## config.mk

```make
export PLATFORM = sky130hd
export DESIGN_NAME = bpi_access_arbiter
export DESIGN_NICKNAME = d
export VERILOG_FILES = /design/src/rtl/bpi_access_arbiter.sv
export SDC_FILE = /design/constraint.sdc
export NUM_CORES = 1
export LEC_CHECK = 0
export BUFFER_PORTS_ARGS = -buffer_cell sky130_fd_sc_hd__buf_2
export CORE_MARGIN = 2
export CORE_UTILIZATION = 48
export CTS_BUF_LIST = sky130_fd_sc_hd__clkbuf_8
export CTS_CLUSTER_DIAMETER = 50
export CTS_CLUSTER_SIZE = 12
export DETAILED_ROUTE_END_ITERATION = 12
export PLACE_DENSITY = 0.79
export SLEW_MARGIN = 5
export SYNTH_ARGS = -nofsm -noshare
export SYNTH_HDL_FRONTEND = slang
export SYNTH_SLANG_ARGS = --single-unit
```

## constraint.sdc

```tcl
create_clock -name CLK -period 2.2 [get_ports CLK]
set_input_delay 0.11 -clock CLK [delete_from_list [all_inputs] [get_ports CLK]]
set_output_delay 0.11 -clock CLK [all_outputs]
set_load 0.01 [all_outputs]
```

## src/rtl/bpi_access_arbiter.sv

```systemverilog
// Two-requester arbiter for the shared BPI flash command interface, with a stall watchdog.
// Defining BPI_ARB_RR_EN replaces fixed A-priority tie-break with round-robin.
module bpi_access_arbiter #(
    parameter int TO_W      = 16,
    parameter int TO_CYCLES = 50000
) (
    input  logic        CLK,
    input  logic        RST_N,
    input  logic        A_REQ,
    input  logic [22:0] A_ADDR,
    input  logic [15:0] A_CMD_DATA,
    input  logic [1:0]  A_OP,
    input  logic        A_EXECUTE,
    output logic        A_GNT,
    input  logic        U_REQ,
    input  logic [22:0] U_ADDR,
    input  logic [15:0] U_CMD_DATA,
    input  logic [1:0]  U_OP,
    input  logic        U_EXECUTE,
    output logic        U_GNT,
    input  logic        BUSY,
    output logic [22:0] BPI_ADDR,
    output logic [15:0] BPI_CMD_DATA,
    output logic [1:0]  BPI_OP,
    output logic        BPI_EXECUTE,
    output logic        ARB_ABORT,
    output logic [1:0]  ARB_OWNER
);

    typedef enum logic [1:0] {
        S_IDLE  = 2'b00,
        S_OWN_A = 2'b01,
        S_OWN_U = 2'b10,
        S_DRAIN = 2'b11
    } state_e;

    localparam bit              WD_EN   = (TO_CYCLES != 0);
    localparam logic [TO_W-1:0] WD_LAST = TO_W'(TO_CYCLES - 1);

    generate
        if (TO_CYCLES < 0 || (TO_W < 31 && TO_CYCLES >= (1 << TO_W))) begin : g_cfg_check
            $error("bpi_access_arbiter: TO_CYCLES does not fit in TO_W bits");
        end
    endgenerate

    state_e            state_q, state_d;
    logic [TO_W-1:0]   cnt_q, cnt_d;
    logic              a_rearm_q, a_rearm_d;
    logic              u_rearm_q, u_rearm_d;
    logic              abort_q, abort_d;
    logic [22:0]       addr_hold_q;
    logic [15:0]       data_hold_q;
    logic              own;
    logic              owner_req;
    logic              wd_expire;
    logic              a_elig, u_elig, pick_a;
`ifdef BPI_ARB_RR_EN
    logic              last_u_q, last_u_d;
`endif

    assign own = (state_q == S_OWN_A) || (state_q == S_OWN_U);

    // NOTE: sequential state uses non-blocking assignments only, so every flop sees pre-edge values.
    always_ff @(posedge CLK) begin
        if (!RST_N) begin
            state_q     <= S_IDLE;
            cnt_q       <= '0;
            a_rearm_q   <= 1'b1;
            u_rearm_q   <= 1'b1;
            abort_q     <= 1'b0;
            addr_hold_q <= '0;
            data_hold_q <= '0;
`ifdef BPI_ARB_RR_EN
            last_u_q    <= 1'b1;
`endif
        end else begin
            state_q   <= state_d;
            cnt_q     <= cnt_d;
            a_rearm_q <= a_rearm_d;
            u_rearm_q <= u_rearm_d;
            abort_q   <= abort_d;
`ifdef BPI_ARB_RR_EN
            last_u_q  <= last_u_d;
`endif
            if (own) begin
                addr_hold_q <= BPI_ADDR;
                data_hold_q <= BPI_CMD_DATA;
            end
        end
    end

    // NOTE: every comb output gets a default first so no path can infer a latch.
    always_comb begin
        state_d   = state_q;
        cnt_d     = '0;
        abort_d   = 1'b0;
        a_rearm_d = a_rearm_q | ~A_REQ;
        u_rearm_d = u_rearm_q | ~U_REQ;
        owner_req = (state_q == S_OWN_A) ? A_REQ : U_REQ;
        wd_expire = WD_EN && own && !BPI_EXECUTE && (cnt_q == WD_LAST);
        a_elig    = A_REQ && a_rearm_q;
        u_elig    = U_REQ && u_rearm_q;
`ifdef BPI_ARB_RR_EN
        last_u_d  = last_u_q;
        pick_a    = a_elig && (!u_elig || last_u_q);
`else
        pick_a    = a_elig;
`endif

        unique case (state_q)
            S_IDLE: begin
                if (pick_a) begin
                    state_d = S_OWN_A;
`ifdef BPI_ARB_RR_EN
                    last_u_d = 1'b0;
`endif
                end else if (u_elig) begin
                    state_d = S_OWN_U;
`ifdef BPI_ARB_RR_EN
                    last_u_d = 1'b1;
`endif
                end
            end
            S_OWN_A, S_OWN_U: begin
                if (!owner_req) begin
                    state_d = S_DRAIN;
                end else if (wd_expire) begin
                    // Reclaim from a stalled owner; it must drop REQ before it can win again.
                    state_d = S_DRAIN;
                    abort_d = 1'b1;
                    if (state_q == S_OWN_A) a_rearm_d = 1'b0;
                    else                    u_rearm_d = 1'b0;
                end else if (!BPI_EXECUTE) begin
                    cnt_d = (BUSY || (&cnt_q)) ? cnt_q : cnt_q + TO_W'(1);
                end
            end
            S_DRAIN: begin
                if (!BUSY) state_d = S_IDLE;
            end
        endcase
    end

    always_comb begin
        A_GNT        = (state_q == S_OWN_A);
        U_GNT        = (state_q == S_OWN_U);
        BPI_ADDR     = addr_hold_q;
        BPI_CMD_DATA = data_hold_q;
        BPI_OP       = 2'b00;
        BPI_EXECUTE  = 1'b0;
        ARB_ABORT    = abort_q;
        ARB_OWNER    = state_q;
        case (state_q)
            S_OWN_A: begin
                BPI_ADDR     = A_ADDR;
                BPI_CMD_DATA = A_CMD_DATA;
                BPI_OP       = A_OP;
                BPI_EXECUTE  = A_EXECUTE & ~BUSY;
            end
            S_OWN_U: begin
                BPI_ADDR     = U_ADDR;
                BPI_CMD_DATA = U_CMD_DATA;
                BPI_OP       = U_OP;
                BPI_EXECUTE  = U_EXECUTE & ~BUSY;
            end
            default: ;
        endcase
    end

endmodule

```

=== Word level (Yosys, flattened, before mapping) ===
Index checks and enable logic that the tools add are counted.

* Register bits: 60
* Input bits: 89

* Add/sub/neg operators: 1
* Equality and inequality tests: 7
* Mux-type cells: 20
* Bitwise gates (word level): 10
* Reduce and logical (&&, ||, !) cells: 13

{| class="wikitable"
|+ Operators by type and width
! kind !! number
|-
| $pmux W23 S2 || 1
|-
| $pmux W16 S2 || 1
|-
| $add A16 B1 Y16 const B || 1
|-
| $eq A16 B16 Y1 const B || 1
|-
| $reduce_and A16 Y1 || 1
|-
| $mux W1 || 10
|-
| $mux W2 || 5
|-
| $ne A3 B3 Y1 const B || 2
|-
| $not A1 Y1 || 6
|-
| $pmux W2 S3 || 1
|-
| $reduce_and A3 Y1 || 2
|-
| $reduce_or A5 Y1 || 1
|-
| $eq A2 B2 Y1 const B || 2
|-
| $logic_and A1 B1 Y1 || 4
|-
| $pmux W2 S2 || 1
|-
| $and A1 B1 Y1 || 2
|-
| $eq A2 B1 Y1 const B || 1
|-
| $logic_not A2 Y1 || 1
|-
| $logic_or A1 B1 Y1 || 2
|-
| $ne A2 B2 Y1 const B || 1
|-
| $or A1 B1 Y1 || 2
|-
| $pmux W1 S2 || 1
|-
| $reduce_or A2 Y1 || 1
|-
| $logic_not A1 Y1 || 1
|}

=== Logic depth before layout (Yosys ltp) ===
Gate-level depths: netlist of the first run.

* Word-level depth: 9
* Mapped depth: 8

=== Least setup slack after synthesis of the first run ===
Ideal clock, no wire load.

* Path type: flip-flop to flip-flop
* Start point: register state_q[0], in the netlist ARB_OWNER[0]
* End point: register state_q[0], in the netlist ARB_OWNER[0]
* Data arrival time: 1.823 ns
* Required time: 2.084 ns
* Setup slack: 0.261 ns
* Cell stages (with the launch flop): 9
* Buffers on the path: 1
* Clock period less this slack: 1.939 ns
* Cell sequence: dfxtp_1 -> inv_1 -> ha_1 -> buf_2 -> and4b_2 -> nand4_1 -> o21ai_0 -> nand2_1 -> o211a_1

* Elaborated cells on any way between the ends: 17
* Classes of those cells: eq/ne (6); mux (4); reduce/logical (7)

{| class="wikitable"
|+ RTL lines
! element !! RTL line !! RTL
|-
| from (decl) || 46 || <nowiki>state_e state_q, state_d;</nowiki>
|-
| from (signal assigned) || 77 || <nowiki>state_q <= state_d;</nowiki>
|-
| $eq A2 B1 Y1 or $eq A2 B2 Y1 (tied branches) || 61 || <nowiki>assign own = (state_q == S_OWN_A) || (state_q == S_OWN_U);</nowiki>
|-
| $logic_or A1 B1 Y1 (*) || 61 ||
|-
| named net own || 53 || <nowiki>logic own;</nowiki>
|-
| $logic_and A1 B1 Y1 (*) (2 in series) || 100 || <nowiki>wd_expire = WD_EN && own && !BPI_EXECUTE && (cnt_q == WD_LAST);</nowiki>
|-
| $ne A3 B3 Y1 (no line) (*) || - ||
|-
| $reduce_and A3 Y1 (no line) (*) || - ||
|}

Mark *: on every way through the listed nets, which the timed path passes. The rest lies on a longest branch.
A chain may end at the register's enable or synchronous reset.

=== Worst setup path in the final report of the first run ===
* Start point: register state_q[0], in the netlist ARB_OWNER[0]
* End point: output port BPI_ADDR[6]

* Longest elaborated chain between the ends: 2
* Elaborated cells on any way between the ends: 3
* Classes of those cells: eq/ne (2); mux (1)

{| class="wikitable"
|+ RTL lines
! element !! RTL line !! RTL
|-
| $eq A2 B2 Y1 or $eq A2 B1 Y1 (tied branches) || 152 || <nowiki>case (state_q)</nowiki>
|-
| $pmux W23 S2 (*) || 152 ||
|-
| to (decl) || 22 || <nowiki>output logic [22:0] BPI_ADDR,</nowiki>
|}

Mark *: on every way between the ends. The rest lies on a longest branch, timed or not.

==> flow_metrics.py, run 1 <==
metrics = {
    "outcome": {
        "status": "finished clean",
    },
    "final_layout": {
        "final_nets": 584,
        "drive_above_1_share": 0.344,
        "final_cell_mix": "buf_2 (135), nor2_1 (65), dfxtp_1 (59)",
        "syn_to_final_growth_pct": 36.2,
        "final_common_cell": "buf_2",
        "multi_input_area_mm2": 0.00163,
        "regArea_mm2": 0.00120,
        "fillers": 525,
        "antenna_cells": 0,
    },
    "sta": {
        "hold_viol": 0,
        "slew_violations": 0,
        "timing.slew.headroom": 0.601,
        "fin_skew_ns": 0.00452,
        "worstMarginPinSlew_ns": 0.594,
        "rsz0062_at_grt": "false",
        "max_freq_mhz": 486,
        "period_share": 0.936,
        "finalSetupTns_ns": 0,
        "min_period_ns": 2.06,
        "setup_viol": 0,
    },
    "global_routing": {
        "globalRouteOverflowTotal": 0,
        "grt_antenna_before_repair": 0,
        "grt_pass1_wl_um": 11300,
        "grt_start_max_net_pins": 69,
        "grt_pass1_vias": 2583,
        "gr-usage-all-layers": 0.218,
    },
    "synthesis": {
        "synth.net_count": 454,
        "synthesis.area_mm2": 0.00294,
        "synthFlopType": "dfxtp_1",
        "async_flop_share": 0,
        "synth_edf_count": 0,
        "ys_warn_count": 0,
        "synth-seq-cells": 60,
        "yosysUniqueCellTypes": 37,
        "ys_seq_area_frac": 0.409,
        "synth_area_per_cell_um2": 8.18,
        "syn-instance-count": 359,
    },
    "power_and_ir_drop": {
        "ir_drop_mv": 0.957,
        "leakage_nw": 1.74,
        "power_mw": 6.95,
        "power_density_mw_per_mm2": 1740,
    },
    "min_path": {
        "min_path_type": "input pin to flop",
        "min_from": "RST_N",
        "worstHoldPathCells": 2,
        "whs_endpoint": "u_rearm_q",
    },
    "drt": {
        "drc": 0,
        "vias_per_cell": 5.37,
        "routedWlPerCell_um": 13.4,
        "ant_nets": 0,
        "wirelength_um": 7630,
        "drtIter0Drc": 113,
        "vias": 3058,
        "drt_pre_antenna_iters": 4,
    },
    "flow_run": {
        "maxCapViolations": 0,
    },
    "worst_setup_path": {
        "cp_slowest_cell": "dfxtp_1",
        "end_kind": "primary output",
        "critPathMaxFanout": 34,
        "r2r_end": "ARB_OWNER[0]",
        "r2r_setup_slack_ns": 0.16,
        "r2r_start": "ARB_OWNER[0]",
        "reg2reg_depth": 7,
        "worstPathRequired_ns": 2.09,
        "crit_arrival_ns": 1.95,
        "slowest_delay_ns": 0.42,
        "crit_path_start_kind": "flop",
        "worstPathCellList": "inv_1 > ha_2 > buf_12 > nor2_1 > a21oi_1 > buf_2",
        "worstSetupPathType": "flop to primary output",
    },
    "placement": {
        "routabilityCongestion": 0.899,
        "port_buffers": 135,
        "hpwl_um": 5420,
    },
    "clock_tree": {
        "clk_path_buf_depth": 2,
        "cts_tree": "done",
        "cts_buffers": 9,
        "clk_latency_ns": 0.33,
        "ctsRootBufferMaster": "clkbuf_8",
        "clock-sinks": 60,
        "htreeDepth": 3,
        "clkTransAtPathRegs_ns": 0.06,
    },
    "die": {
        "core_mm2": 0.00592,
        "die_w_um": 82.2,
        "dieArea_mm2": 0.00676,
        "die_h_um": 82.2,
        "ios": 136,
        "row_count": 28,
        "start_util": 0.496,
    },
}
-- metrics by stage --
stage	hold slack, ns	cells	util	area (µm²)	worst slack (ns)
after global routing	0.0841	569	0.675	4000	0.0201
final	0.0829	569	0.675	4000	0.141
after floorplan	0.182	359	-	2940	0.261
after global placement	0.312	551	0.620	3670	0.308
after detailed placement	0.314	551	0.620	3670	0.169
after CTS	0.0664	568	0.667	3950	0.0422
-- synth_stat cells (2+ instances only) --
cell type / count / area, µm²
nor4_1: 2 / 12.5
nand3_1: 7 / 35.0
and2_1: 41 / 257
dfxtp_1: 60 / 1200
nand2_1: 9 / 33.8
clkbuf_1: 18 / 67.6
o21ai_0: 5 / 25.0
xor2_1: 6 / 52.6
inv_1: 5 / 18.8
mux2i_1: 3 / 30.0
ha_1: 6 / 75.1
nand4_1: 8 / 50.1
nor3_1: 6 / 30.0
and4_1: 2 / 17.5
xnor2_1: 4 / 35.0
a21oi_1: 43 / 215
buf_2: 6 / 30.0
a211oi_1: 2 / 15.0
or2_2: 2 / 12.5
a22oi_1: 43 / 323
nor2_1: 65 / 244
-- worst max-delay path: cells and delay by family, from the launching register on --
family	cells	cell delay [ns]
AO/OA/AOI/OAI	1	0.18
adder cells (fa/ha/maj)	1	0.42
buffers and inverters	3	0.50
flip-flops	1	0.42
AND/OR/NAND/NOR	1	0.07
-- layout make-up --
class,instances,area share
multi-input cells,269,0.408
repair buffers,144,0.198
inverters,5,0.00469
well taps,75,0.0235
flip-flops and latches,60,0.301
clock buffers,11,0.0379
clock inverters,5,0.0266
-- logic make-up (layout without fill, tap and decap cells) --
group | Yosys count | in the layout | share of synthesized area
buf+inv | 30 | 165 | 0.0409
xor+xnor | 10 | 10 | 0.0298
mux | 3 | 3 | 0.0102
fa+ha+maj | 6 | 6 | 0.0256
compound gates | 99 | 99 | 0.220
flops | 60 | 60 | 0.409
simple gates | 151 | 151 | 0.264
-- where the power goes --
group	internal (mW)	total [mW]	switching, mW
clock	0.818	1.26	0.437
combinational	1.76	4.13	2.37
sequential	1.45	1.57	0.114
-- how the worst max path moves through the flow --
stage | startpoint | to | slack (ns) | cells after the start
3_3_place_gp | ARB_OWNER[0] | ARB_OWNER[0] | 0.31 | 7
5_1_grt | ARB_OWNER[0] | BPI_ADDR[6] | 0.02 | 6
4_1_cts | ARB_OWNER[1] | BPI_ADDR[6] | 0.04 | 6
6_report | ARB_OWNER[0] | BPI_ADDR[6] | 0.14 | 6
3_5_place_dp | ARB_OWNER[1] | ARB_OWNER[0] | 0.17 | 7
2_1_floorplan | ARB_OWNER[0] | ARB_OWNER[0] | 0.26 | 8
-- flip-flops by register name (all words and copies together) (netlist names) --
signal and flops:
data_hold_q 16, u_rearm_q 1, ARB_OWNER 2, addr_hold_q 23, cnt_q 16, ARB_ABORT 1, a_rearm_q 1
-- layer usage --
metal,track usage,routed length [µm]
met5,0,0
met4,0.107,118
met3,0.0380,569
met2,0.369,3640
met1,0.267,3300
-- what timing repair did --
item                                    in CTS  in global routing
setup buffers                                0                  0
hold buffers                                 1                  0
hold endpoints to repair                     1                  0
cloned                                       0                  1
endpoints found under the setup margin      34                 39
gates resized for setup                      3                  6
(Power assumes the default switching activity.)
==> run 2, diff against run 1 <==
==> constraint.sdc (replaced) <==
create_clock -name CLK -period 2.2 [get_ports CLK]
set_input_delay 0 -clock CLK [delete_from_list [all_inputs] [get_ports CLK]]
set_output_delay 0 -clock CLK [all_outputs]
set_load 0.01 [all_outputs]
==> run 2 against run 1 <==
Net effect: power is 5.1% lower; hold slack better by 0.0049 ns; global-route usage hardly changed; cell count is 0.18% lower; critical path type is now flop to flop; critical endpoint is now ARB_OWNER[0].
==> flow_metrics.py, run 2 (synthesized netlist as in run 1, its figures left out) <==
metrics = {
    "worst_setup_path": {
        "cp_slowest_cell": "dfxtp_1",
        "slowest_delay_ns": 0.42,
        "r2r_start": "ARB_OWNER[0]",
        "end_kind": "flop",
        "crit_arrival_ns": 2.25,
        "r2r_setup_slack_ns": 0.18,
        "crit_path_start": "ARB_OWNER[0]",
        "worstSetupPathType": "flop to flop",
        "crit_path_start_kind": "flop",
        "critPathMaxFanout": 5,
        "worstPathCellList": "inv_1 > ha_2 > and4b_2 > nand4_1 > o21ai_1 > nand2_1 > o211a_1",
        "worstPathRequired_ns": 2.43,
    },
    "sta": {
        "worstMarginPinSlew_ns": 0.674,
        "slew_violations": 0,
        "min_period_ns": 2.02,
        "period_share": 0.920,
        "timing.slew.headroom": 0.547,
        "rsz0062_at_grt": "false",
        "finalSetupTns_ns": 0,
        "fin_ws_ns": 0.175,
        "setup_viol": 0,
        "hold_viol": 0,
        "fin_skew_ns": 0.00544,
        "max_freq_mhz": 494,
    },
    "power_and_ir_drop": {
        "power_density_mw_per_mm2": 1690,
        "swShare": 0.429,
        "p_sw_mw": 2.83,
        "pwr-share-clk": 0.168,
        "ir_drop_mv": 0.944,
        "p_seq_frac": 0.236,
        "power.internal_mw": 3.77,
        "pwr-share-comb": 0.596,
        "leakage_nw": 1.71,
    },
    "die": {
        "die_h_um": 82.2,
        "ios": 136,
        "row_count": 28,
        "start_util": 0.496,
        "dieArea_mm2": 0.00676,
        "core_mm2": 0.00592,
        "die_w_um": 82.2,
    },
    "final_layout": {
        "regMostFlops": "addr_hold_q",
        "final_common_cell": "buf_2",
        "antenna_cells": 0,
        "reg_top3": "addr_hold_q (23), cnt_q (16), data_hold_q (16)",
        "syn_to_final_growth_pct": 33.2,
        "drive_above_1_share": 0.331,
        "finalInstanceArea_mm2": 0.00391,
        "post-route-util": 0.661,
        "largest_reg_flops": 23,
        "stdcell_count": 568,
        "final_cell_mix": "buf_2 (135), nor2_1 (65), dfxtp_1 (60)",
        "final_nets": 583,
    },
    "drt": {
        "ant_nets": 0,
        "vias_per_cell": 5.23,
        "drc": 0,
        "routedWlPerCell_um": 12.9,
        "wirelength_um": 7330,
        "drtIter0Drc": 99,
        "drt_pre_antenna_iters": 4,
        "vias": 2973,
    },
    "placement": {
        "hpwl_um": 5360,
        "routabilityCongestion": 0.842,
        "dp.cells": 550,
        "port_buffers": 135,
        "dpl_cell_area_mm2": 0.00365,
        "place_ws_ns": 0.175,
    },
    "min_path": {
        "min_from": "RST_N",
        "min_path_type": "input pin to flop",
    },
    "global_routing": {
        "grt_pass1_vias": 2533,
        "globalRouteOverflowTotal": 0,
        "grt_pass1_wl_um": 11300,
        "gr-usage-all-layers": 0.219,
        "grt_antenna_before_repair": 0,
        "grt_start_max_net_pins": 73,
    },
    "flow_run": {
        "maxCapViolations": 0,
    },
    "clock_tree": {
        "ctsRootBufferMaster": "clkbuf_8",
        "clkTransAtPathRegs_ns": 0.06,
        "cts_buffers": 9,
        "htreeDepth": 3,
        "clk_path_buf_depth": 2,
        "clock-sinks": 60,
        "cts_tree": "done",
        "clk_latency_ns": 0.34,
    },
    "outcome": {
        "status": "finished clean",
    },
}
[run 2: worst paths after layout]
kind                  end  cells after the start
max          ARB_OWNER[0]                      7
min             u_rearm_q                      2
max reg2reg  ARB_OWNER[0]                      7
min reg2reg     u_rearm_q                      2
[run 2: what timing repair did]
| action | in CTS | in global routing |
|---|---|---|
| cloned | 0 | 0 |
| hold buffers | 2 | 0 |
| pin swaps | 0 | 0 |
| buffers inserted | 0 | 0 |
| setup endpoints to repair | 24 | 36 |
| gates resized for setup | 1 | 4 |
| endpoints found under the hold margin | 2 | 0 |
[run 2: worst max-delay path: cells and delay by family, from the launching register on]
family | cells | cell delay [ns]
buffers and inverters | 1 | 0.11
AOI/OAI and AO/OA | 2 | 0.48
and+or+nand+nor | 3 | 0.52
DFF | 1 | 0.42
adders and majority gates | 1 | 0.39
[run 2: cell type report]
class                   instances  area [µm²]
fillers                       516        2010
multi-input cells             269        1620
flip-flops and latches         60        1200
repair buffers                143         753
clock buffers                  11         151
well taps                      75        93.8
clock inverters                 5        76.3
inverters                       5        18.8
[run 2: layer usage]
metal | vias to the layer above | wire length [µm] | global-route usage
met5 | - | 0 | 0
met4 | 0 | 102 | 0.0683
met3 | 8 | 541 | 0.0717
met2 | 107 | 3540 | 0.367
met1 | 1326 | 3150 | 0.265
li1 | 1532 | - | -
[run 2: power groups by stage]
stage	logic [mW]	clock network, mW	registers [mW]
floorplan	2.56	0	1.57
global placement	3.80	0	1.57
detailed placement	3.87	0	1.58
CTS	3.92	1.13	1.56
global route	4.42	1.19	1.60
finish	3.93	1.11	1.56
[run 2: per-stage QoR]
| stage | hold WS, ns | power, mW |
|---|---|---|
| 3_3_place_gp | 0.203 | 5.37 |
| 2_1_floorplan | 0.0718 | 4.12 |
| 4_1_cts | 0.0798 | 6.61 |
| 5_1_grt | 0.101 | 7.21 |
| 3_5_place_dp | 0.208 | 5.46 |
| 6_report | 0.0878 | 6.60 |
